File: config.mk
export PLATFORM = sky130hd
export DESIGN_NAME = branch_resolver
export DESIGN_NICKNAME = d
export VERILOG_FILES = /design/src/rtl/branch_resolver.sv
export SDC_FILE = /design/constraint.sdc
export NUM_CORES = 1
export LEC_CHECK = 0
export ABC_AREA = 1
export BUFFER_PORTS_ARGS = -buffer_cell sky130_fd_sc_hd__buf_4
export CAP_MARGIN = 0
export CORE_MARGIN = 10
export CORE_UTILIZATION = 55
export DETAILED_ROUTE_END_ITERATION = 8
export PLACE_DENSITY_LB_ADDON = 0.12
export SYNTH_ARGS = -nofsm -noshare
export SYNTH_HDL_FRONTEND = slang
export SYNTH_SLANG_ARGS = --single-unit
File: constraint.sdc
create_clock -name clk -period 13.5 [get_ports clk]
set_clock_uncertainty 0.2 [all_clocks]
set_input_delay 1.35 -clock clk [delete_from_list [all_inputs] [get_ports clk]]
set_output_delay 1.35 -clock clk [all_outputs]
set_load 0.02 [all_outputs]
File: src/rtl/branch_resolver.sv
// branch_resolver: resolution side of the branch predictor interface.
// Queues fetch-time predictions in order, compares each against the execute
// outcome, trains the predictor and raises a one-cycle flush on a mispredict.
// Optional feature macro: BRANCH_RESOLVER_STATS_EN adds resolved/mispredict
// event counters as extra output ports.
module branch_resolver #(
  parameter int DEPTH = 4,
  parameter int XLEN  = 32
) (
  input  logic            clk,
  input  logic            reset,
  input  logic            pred_valid,
  input  logic [XLEN-1:0] pred_pc,
  input  logic            pred_taken,
  input  logic [XLEN-1:0] pred_target,
  output logic            pred_ready,
  input  logic            ex_valid,
  input  logic [XLEN-1:0] ex_pc,
  input  logic            ex_taken,
  input  logic [XLEN-1:0] ex_target,
  output logic            branch_resolved,
  output logic [XLEN-1:0] branch_pc,
  output logic            branch_outcome,
  output logic            flush,
  output logic [XLEN-1:0] redirect_pc,
`ifdef BRANCH_RESOLVER_STATS_EN
  output logic [31:0]     resolved_count,
  output logic [31:0]     mispredict_count,
`endif
  output logic            order_error
);

  localparam int AW = (DEPTH > 1) ? $clog2(DEPTH) : 1;
  localparam int CW = AW + 1;

  // Prediction storage; payload only, so it carries no reset.
  logic [XLEN-1:0] q_pc     [DEPTH];
  logic            q_taken  [DEPTH];
  logic [XLEN-1:0] q_target [DEPTH];

  logic [AW-1:0] wr_ptr, rd_ptr;
  logic [CW-1:0] count;

  logic            push, resolve, empty_resolve;
  logic            pc_mismatch, dir_miss, flush_now;
  logic [XLEN-1:0] head_pc, head_target, redirect;
  logic            head_taken;

  logic            resolved_p1, outcome_p1, flush_p1, order_error_p1;
  logic [XLEN-1:0] branch_pc_p1, redirect_pc_p1;

  assign pred_ready = (count < CW'(DEPTH));

  // Decode this cycle's push/resolve and the mispredict verdict against the head.
  always_comb begin
    push          = pred_valid & pred_ready;
    resolve       = ex_valid & (count != '0);
    empty_resolve = ex_valid & (count == '0);
    head_pc       = q_pc[rd_ptr];
    head_taken    = q_taken[rd_ptr];
    head_target   = q_target[rd_ptr];
    pc_mismatch   = resolve & (ex_pc != head_pc);
    dir_miss      = resolve & ((ex_taken != head_taken) |
                               (ex_taken & head_taken & (ex_target != head_target)));
    // A wrong-PC resolve means the queue is out of sync; recover as a mispredict.
    flush_now     = dir_miss | pc_mismatch;
    redirect      = ex_taken ? ex_target : (ex_pc + XLEN'(4));
  end

  // Queue pointers and occupancy; a mispredict drops every younger entry and any
  // push arriving in the same cycle.
  always_ff @(posedge clk or negedge reset) begin
    if (!reset) begin
      wr_ptr <= '0;
      rd_ptr <= '0;
      count  <= '0;
    end else if (flush_now) begin
      wr_ptr <= '0;
      rd_ptr <= '0;
      count  <= '0;
    end else begin
      if (push)    wr_ptr <= wr_ptr + AW'(1);
      if (resolve) rd_ptr <= rd_ptr + AW'(1);
      case ({push, resolve})
        2'b10:   count <= count + CW'(1);
        2'b01:   count <= count - CW'(1);
        default: count <= count;
      endcase
    end
  end

  // Write the pushed prediction into the tail slot.
  always_ff @(posedge clk) begin
    if (push && !flush_now) begin
      q_pc[wr_ptr]     <= pred_pc;
      q_taken[wr_ptr]  <= pred_taken;
      q_target[wr_ptr] <= pred_target;
    end
  end

  // ---- stage p1: registered training / redirect outputs ----
  // Pulses are re-evaluated every cycle; PC fields hold until the next event.
  always_ff @(posedge clk or negedge reset) begin
    if (!reset) begin
      resolved_p1    <= 1'b0;
      outcome_p1     <= 1'b0;
      flush_p1       <= 1'b0;
      order_error_p1 <= 1'b0;
      branch_pc_p1   <= '0;
      redirect_pc_p1 <= '0;
    end else begin
      resolved_p1    <= resolve;
      flush_p1       <= flush_now;
      order_error_p1 <= pc_mismatch | empty_resolve;
      outcome_p1     <= resolve & ex_taken;
      if (resolve)   branch_pc_p1   <= ex_pc;
      if (flush_now) redirect_pc_p1 <= redirect;
    end
  end

  assign branch_resolved = resolved_p1;
  assign branch_outcome  = outcome_p1;
  assign flush           = flush_p1;
  assign order_error     = order_error_p1;
  assign branch_pc       = branch_pc_p1;
  assign redirect_pc     = redirect_pc_p1;

`ifdef BRANCH_RESOLVER_STATS_EN
  logic [31:0] resolved_cnt_p1, mispredict_cnt_p1;

  // Event counters advance together with the pulse they count and wrap freely.
  always_ff @(posedge clk or negedge reset) begin
    if (!reset) begin
      resolved_cnt_p1   <= '0;
      mispredict_cnt_p1 <= '0;
    end else begin
      if (resolve)   resolved_cnt_p1   <= resolved_cnt_p1 + 32'd1;
      if (flush_now) mispredict_cnt_p1 <= mispredict_cnt_p1 + 32'd1;
    end
  end

  assign resolved_count   = resolved_cnt_p1;
  assign mispredict_count = mispredict_cnt_p1;
`endif

endmodule
**Word level (Yosys, flattened, before mapping)**

Memories as Yosys holds them, arrays and structs flattened.
Index checks and enable logic that the tools add are counted.

- $add $sub $neg: 5
- $mul: 0
- Divide/modulo/power cells: 0
- $lt $le $gt $ge: 1
- Eq/ne operators: 5
- Shift operators: 0
- Muxes and demuxes: 9
- Bitwise logic cells: 11
- Reductions and logical operators: 7

Operators by type and width:

| operator | number |
|---|---|
| $ne 32x32->1 | 2 |
| $add 32x3->32 const B | 1 |
| $mux 32 | 1 |
| $and 1x1->1 | 8 |
| $mux 2 | 4 |
| $pmux 3 s2 | 1 |
| $reduce_bool 3->1 | 2 |
| $add 2x1->2 const B | 2 |
| $reduce_bool 2->1 | 2 |
| $add 3x1->3 const B | 1 |
| $logic_not 3->1 | 1 |
| $lt 3x3->1 const B | 1 |
| $mux 3 | 1 |
| $or 1x1->1 | 3 |
| $sub 3x1->3 const B | 1 |
| $eq 2x1->1 const B | 1 |
| $eq 2x2->1 const B | 1 |
| $mux 1 | 2 |
| $logic_and 1x1->1 | 1 |
| $logic_not 1->1 | 1 |
| $ne 1x1->1 | 1 |

- Register bits: 75
- Latch bits: 0
- RAM bits: 260
- Bits in read-only memories: 0
- Input bits: 134
- Output and inout bits: 69
- Logic and storage cells: 50
- Memories kept: 3

Memory list:

| name | words | width | read ports | clocked after Yosys merged registers in | wr ports | RTL line | RTL |
|---|---|---|---|---|---|---|---|
| q_pc | 4 | 32 | 1 | 0 | 1 | 37 | `logic [XLEN-1:0] q_pc [DEPTH];` |
| q_target | 4 | 32 | 1 | 0 | 1 | 39 | `logic [XLEN-1:0] q_target [DEPTH];` |
| q_taken | 4 | 1 | 1 | 0 | 1 | 38 | `logic q_taken [DEPTH];` |

**Longest topological paths before layout**

An unclocked memory read counts as a cell.

- Depth after elaboration: 10
- Gate-level depth with buffers: 21

**Worst setup path before layout**

No wires, ideal clock.

- Kind: input port to flip-flop
- Start point: in ex_pc[12]
- End point: mem q_pc[0][0], enable pin
- Setup time: 0.488 ns
- Data arrival time: 5.069 ns
- Data required time: 12.812 ns
- Slack: 7.743 ns
- Cell stages on the path: 14
- Path buffers: 1
- Path through: inv_1 -> nand2_1 -> nand2_1 -> nand3_1 -> nor2_1 -> nand2_1 -> nor2_1 -> nand2_1 -> nor2_1 -> nand2_1 -> nand2_2 -> buf_6 -> nand2_1 -> nor2_1

- Cells in the longest elaborated chain, start to end: 7

RTL lines:

| what | RTL line | RTL |
|---|---|---|
| start: declaration | 18 | `input logic [XLEN-1:0] ex_pc,` |
| $ne 32x32->1 | 62 | `pc_mismatch = resolve & (ex_pc != head_pc);` |
| $and 1x1->1 | 62 |  |
| $or 1x1->1 | 66 | `flush_now = dir_miss \| pc_mismatch;` |
| $logic_not 1->1 | 94 | `if (push && !flush_now) begin` |
| $logic_and 1x1->1 | 94 |  |
| $mux 1 | 94 |  |
| $mux 1 (implied by the code) | 95 | `q_pc[wr_ptr] <= pred_pc;` |
| end: declaration | 37 |  |

Every way passes these cells.

**Final worst setup path**

- Start point: reg rd_ptr[0]
- End point: mem q_target[2][22], enable pin

- Cells in the longest elaborated chain, start to end: 10
- Elaborated cells between the ends (all ways): 16

RTL lines:

| what | RTL line | RTL |
|---|---|---|
| start: declaration | 41 | `logic [AW-1:0] wr_ptr, rd_ptr;` |
| start signal: assignment | 83 | `if (resolve) rd_ptr <= rd_ptr + AW'(1);` |
| $mem_v2 4x32 / $mem_v2 4x1 (equally long branches) | - |  |
| $ne 32x32->1 / $and 1x1->1 (equally long branches) | 64 | `(ex_taken & head_taken & (ex_target != head_target)));` |
| $and 1x1->1 | 64 |  |
| $or 1x1->1 | 63 | `dir_miss = resolve & ((ex_taken != head_taken) \|` |
| $and 1x1->1 | 63 |  |
| $or 1x1->1 * | 66 |  |
| $logic_not 1->1 * | 94 |  |
| $logic_and 1x1->1 * | 94 |  |
| $mux 1 * | 94 |  |
| $mux 1 (implied by the code) * | 97 | `q_target[wr_ptr] <= pred_target;` |
| end: declaration | 39 |  |

Mark *: on every way between the ends. The rest lies on a longest branch, timed or not.

==> results.txt <==
- The worst register-to-register path has a depth of 16.
- On the critical path, the stage with the largest delay is an instance of sky130_fd_sc_hd__buf_4.
- Total power density per cell area: 202.0 mW/mm2
* Min cycle time layout: a little under 5 ns
* First-pass GRT wire length: 65.87 mm
- Buffers added to address setup during post-CTS repair amount to 0.
* Cell-by-cell listing of the critical path: buf_4 > nand2_1 > nand3_1 > nand3_1 > nand2_1 > nand2_1 > nor2_1 > nand2_1 > nor2_1 > nand2_1 > nor2_1 > nand2_1 > nand2_2 > nand2_1 > nor2_4 > buf_4
- Clk slew on worst S/H paths: 0.06 ns
* Synth top cells by count: sky130_fd_sc_hd__nand2_1 (576), sky130_fd_sc_hd__edfxtp_1 (260), sky130_fd_sc_hd__nand3_1 (207), sky130_fd_sc_hd__o21ai_0 (84), sky130_fd_sc_hd__inv_1 (80)
- sky130_fd_sc_hd__nand2_1 is the most common cell in the netlist.
- Of all nets on the critical path, the largest fanout is 87.
* Net count of the finished layout: 1,836
* Delay-heaviest family, CP: simple AND/OR/NAND/NOR gates
* Post-route setup TNS: 0 ns
* Relative contribution of the clock network to total power: 27.2%
- Counting instances, the worst hold path has a depth of 2.
- Compared with the post-synthesis result, the final layout area differs by 19.40%.
* Detail-routed net length per standard cell: 21.27 um
- Counting flops with an async set or reset pin after synthesis yields a share of 22.39%.
- STA classifies the critical path endpoint as a register.
- Post-synthesis average cell area: 9.901 um2
* Internal power component: 0.002311 W
- Final critical-path share of the clock period: 36.78%
- The via count of the first global-routing pass was 11.22k.
- Synthesis produced about 1.5k cells.
- Later-pin clock latency in the skew report: between 0.5 and 0.6 ns
* Count of routing violations after the opening detailed-route iteration: between 1k and 1.5k
- The most critical setup path has its startpoint at rd_ptr[0].
* Result of the run: finished clean
- The floorplan step defined a die boundary enclosing 0.03412 mm2.
* Final Setup Violations: 0
- Yosys Warn Count: 0
- The max-slew violation count came to 0.
* Crit start category: register
- Buffers & Inverters on Critical Path: 2
- The worst-case IR drop observed on VDD is 132.1 uV.
- Buffers placed on the I/O ports in this run total 202.
* Synth top area share: about 52%
* Synth Cell Area: 0.01492 mm2
* CP max stage delay: between 0.8 and 0.9 ns
- DIE WIDTH: 184.7 um
* Clk Tree Root Cell: sky130_fd_sc_hd__clkbuf_16
- Critical path depth in cells: 16
- The initialized floorplan defines 60 standard-cell rows.
* Worst hold path startpoint: branch_pc[12]
* Count of distinct cell types in the synthesized netlist: 30
- For the pin with the worst max-slew slack, the measured transition is about 1.1 ns.
- Max_cap viols: 0
* Post_cts resized: 0
* Antenna violations before repair: 0
- The number of nets in the synthesized netlist is ~1.6k.
- sky130_fd_sc_hd__edfxtp_1 takes more of the synthesized area than any other cell.
- Counting every sink on the clock net gives 335.
* Hold-fix buffers, CTS: 0
* Place WS: ~8.8 ns
* Flip-flop and latch count after synthesis: 335
* Global placement routability congestion: 0.9040
- For this run, the total global-route usage over all layers was measured as 25.30%.
* Synth Flop Type: sky130_fd_sc_hd__edfxtp_1
- Setup repair after global routing left no endpoint under its margin.
- Classification of the worst-slack hold path: register to register
- Once detail routing completed, the nets flagged for antenna violations numbered 0.
- Total gr overflow: 0
- Based on the critical path, the design can be clocked at up to 201.4 MHz.
- Endpoints failing hold: 0
- Final Power: 0.003599 W
* Final antenna diode count: 0
- Switching power share of the total: between 30 and 40%
- Worst setup path class: register to register
* Maximum number of pins on one net before global-route repair: 88
- In this run the standard cell core region covers 0.02680 mm2.
- Before antenna repair, the detailed router went through 6 iterations.
* Filler cells: 2,082
- Via density per instance: about 5.7
- CTS H-tree lvls: 2
* DRC violation count after routing: 0
- Post-synthesis sequential area ratio: 64.91%
- In this run the tightest slew margin relative to its limit is between 20% and 30%.
- Post-route setup slack: 8.535 ns
* Initial Utilization: roughly 56%
- Register share of total power: 39.8%
* Chip height: 184.7 um
* Part of the power in combinational logic: 32.9%
- For this block, the via count after detailed routing is roughly 12k.
- In the post-synthesis netlist, the biggest area contributors are sky130_fd_sc_hd__edfxtp_1 (52%), sky130_fd_sc_hd__nand2_1 (14%), sky130_fd_sc_hd__dfrtp_1 (13%).
- The worst register-to-register path begins at rd_ptr[0].
* Clock buffer count from CTS: 35
- Number of buffers between clock root and the deepest sink: 3
- In this run the count of I/O pins placed on the die edge is 203.
- For this design the total switching power over the nets is roughly 0.0013 W.
- Data arrives at the worst endpoint at about 5 ns.
- Summed over all nets, the half-perimeter wirelength after detailed placement is between 20 and 30 mm.
- Overall routed net length: 43.83 mm
- Critical path's most frequent cell: sky130_fd_sc_hd__nand2_1
- Fraction of final layout cells with drive strength greater than 1: 16.28%
- STA puts the critical path data required time at 13.43 ns.
- Yosys mapped a number of flops with a built-in enable equal to 260.
* Leakage component of the power: 7.634 nW
- TritonCTS clock tree: yes
## worst register-to-register path, stage by stage, from the launching register on
cell                      delay (ns)
sky130_fd_sc_hd__dfrtp_4        0.79
sky130_fd_sc_hd__buf_4          0.86
sky130_fd_sc_hd__nand2_1        0.24
sky130_fd_sc_hd__nand3_1        0.16
sky130_fd_sc_hd__nand3_1        0.10
sky130_fd_sc_hd__nand2_1        0.13
sky130_fd_sc_hd__nand2_1        0.08
sky130_fd_sc_hd__nor2_1         0.18
sky130_fd_sc_hd__nand2_1        0.11
sky130_fd_sc_hd__nor2_1         0.15
sky130_fd_sc_hd__nand2_1        0.10
sky130_fd_sc_hd__nor2_1         0.09
sky130_fd_sc_hd__nand2_1        0.07
sky130_fd_sc_hd__nand2_2        0.06
sky130_fd_sc_hd__nand2_1        0.22
sky130_fd_sc_hd__nor2_4         0.14
sky130_fd_sc_hd__buf_4          0.83
## kinds of logic after synthesis
group                    Yosys count  share of synthesized area, %
AND/OR/NAND/NOR                  889                         24.74
adder cells (fa/ha/maj)            7                        0.6373
buffers and inverters            145                         4.377
multiplexers                       8                        0.5367
AO/OA/AOI/OAI                     99                         3.396
flip-flops                       335                         64.91
XOR/XNOR                          24                         1.409
## per-layer routing
metal  routed length (um)  part of all wire, %  track usage [%]
met1                17720                   40            34.20
met4                 1089                  2.5            7.640
met3                 4353                  9.9            5.001
met2                20670                   47            40.57
met5                    0                    0                0
## final timing paths
| kind | slack (ns) | endpoint |
|---|---|---|
| max in group asynchronous | 11.51 | rd_ptr[0] |
| max reg2reg | 8.53 | q_target[2][22] |
| min in group asynchronous | 0.83 | branch_pc[22] |
| min reg2reg | 0.28 | branch_pc[12] |
| max | 8.53 | q_target[2][22] |
| min | 0.28 | branch_pc[12] |
## power groups by stage
| stage | clock [W] | combinational (W) | sequential [W] |
|---|---|---|---|
| 4_1_cts | 0.000991 | 0.00119 | 0.00143 |
| 3_3_place_gp | 0 | 0.00116 | 0.00145 |
| 3_5_place_dp | 0 | 0.00118 | 0.00145 |
| 5_1_grt | 0.00103 | 0.00131 | 0.00145 |
| 2_1_floorplan | 0 | 0.000666 | 0.00154 |
| 6_report | 0.000981 | 0.00119 | 0.00143 |
## metrics by stage
stage                     hold slack [ns]  utilization [%]  area [um2]  cells
after CTS                          0.2900            66.48       17820   2061
after global placement             0.2661            62.11       16640   1999
after detailed placement           0.2745            62.11       16640   1999
final                              0.2833            66.48       17820   2061
after global routing               0.3104            66.48       17820   2061
after floorplan                    0.3177                -       14920   1507
## registers in the layout (all words and copies together) (netlist names), 2 cells and up
signal	cells
redirect_pc	32
q_target	128
q_taken	4
count	3
branch_pc	32
q_pc	128
rd_ptr	2
wr_ptr	2
## cell type report
type                       instances  area, um2  share of cell area, %
clock buffer                      48      994.7                  5.583
clock inverter                    14      176.4                 0.9902
inverter                          82      309.0                  1.735
multi-input combinational       1027       4613                  25.89
sequential                       335       9689                  54.39
tap                              341      426.7                  2.395
timing repair buffer             214       1607                  9.018
## cells in the final DEF (no fill, tap or decap), types with 7 or more instances in the layout
| master | count |
|---|---|
| sky130_fd_sc_hd__nor3_1 | 16 |
| sky130_fd_sc_hd__nor2_1 | 61 |
| sky130_fd_sc_hd__nand4_1 | 10 |
| sky130_fd_sc_hd__o21ai_0 | 84 |
| sky130_fd_sc_hd__inv_1 | 78 |
| sky130_fd_sc_hd__clkbuf_8 | 7 |
| sky130_fd_sc_hd__edfxtp_1 | 260 |
| sky130_fd_sc_hd__clkbuf_16 | 35 |
| sky130_fd_sc_hd__nand3_1 | 207 |
| sky130_fd_sc_hd__xor2_1 | 23 |
| sky130_fd_sc_hd__dfrtp_1 | 73 |
| sky130_fd_sc_hd__mux2i_1 | 8 |
| sky130_fd_sc_hd__nand2_1 | 576 |
| sky130_fd_sc_hd__nand3b_1 | 10 |
| sky130_fd_sc_hd__buf_4 | 214 |
Power figures use the tool's default switching activity.
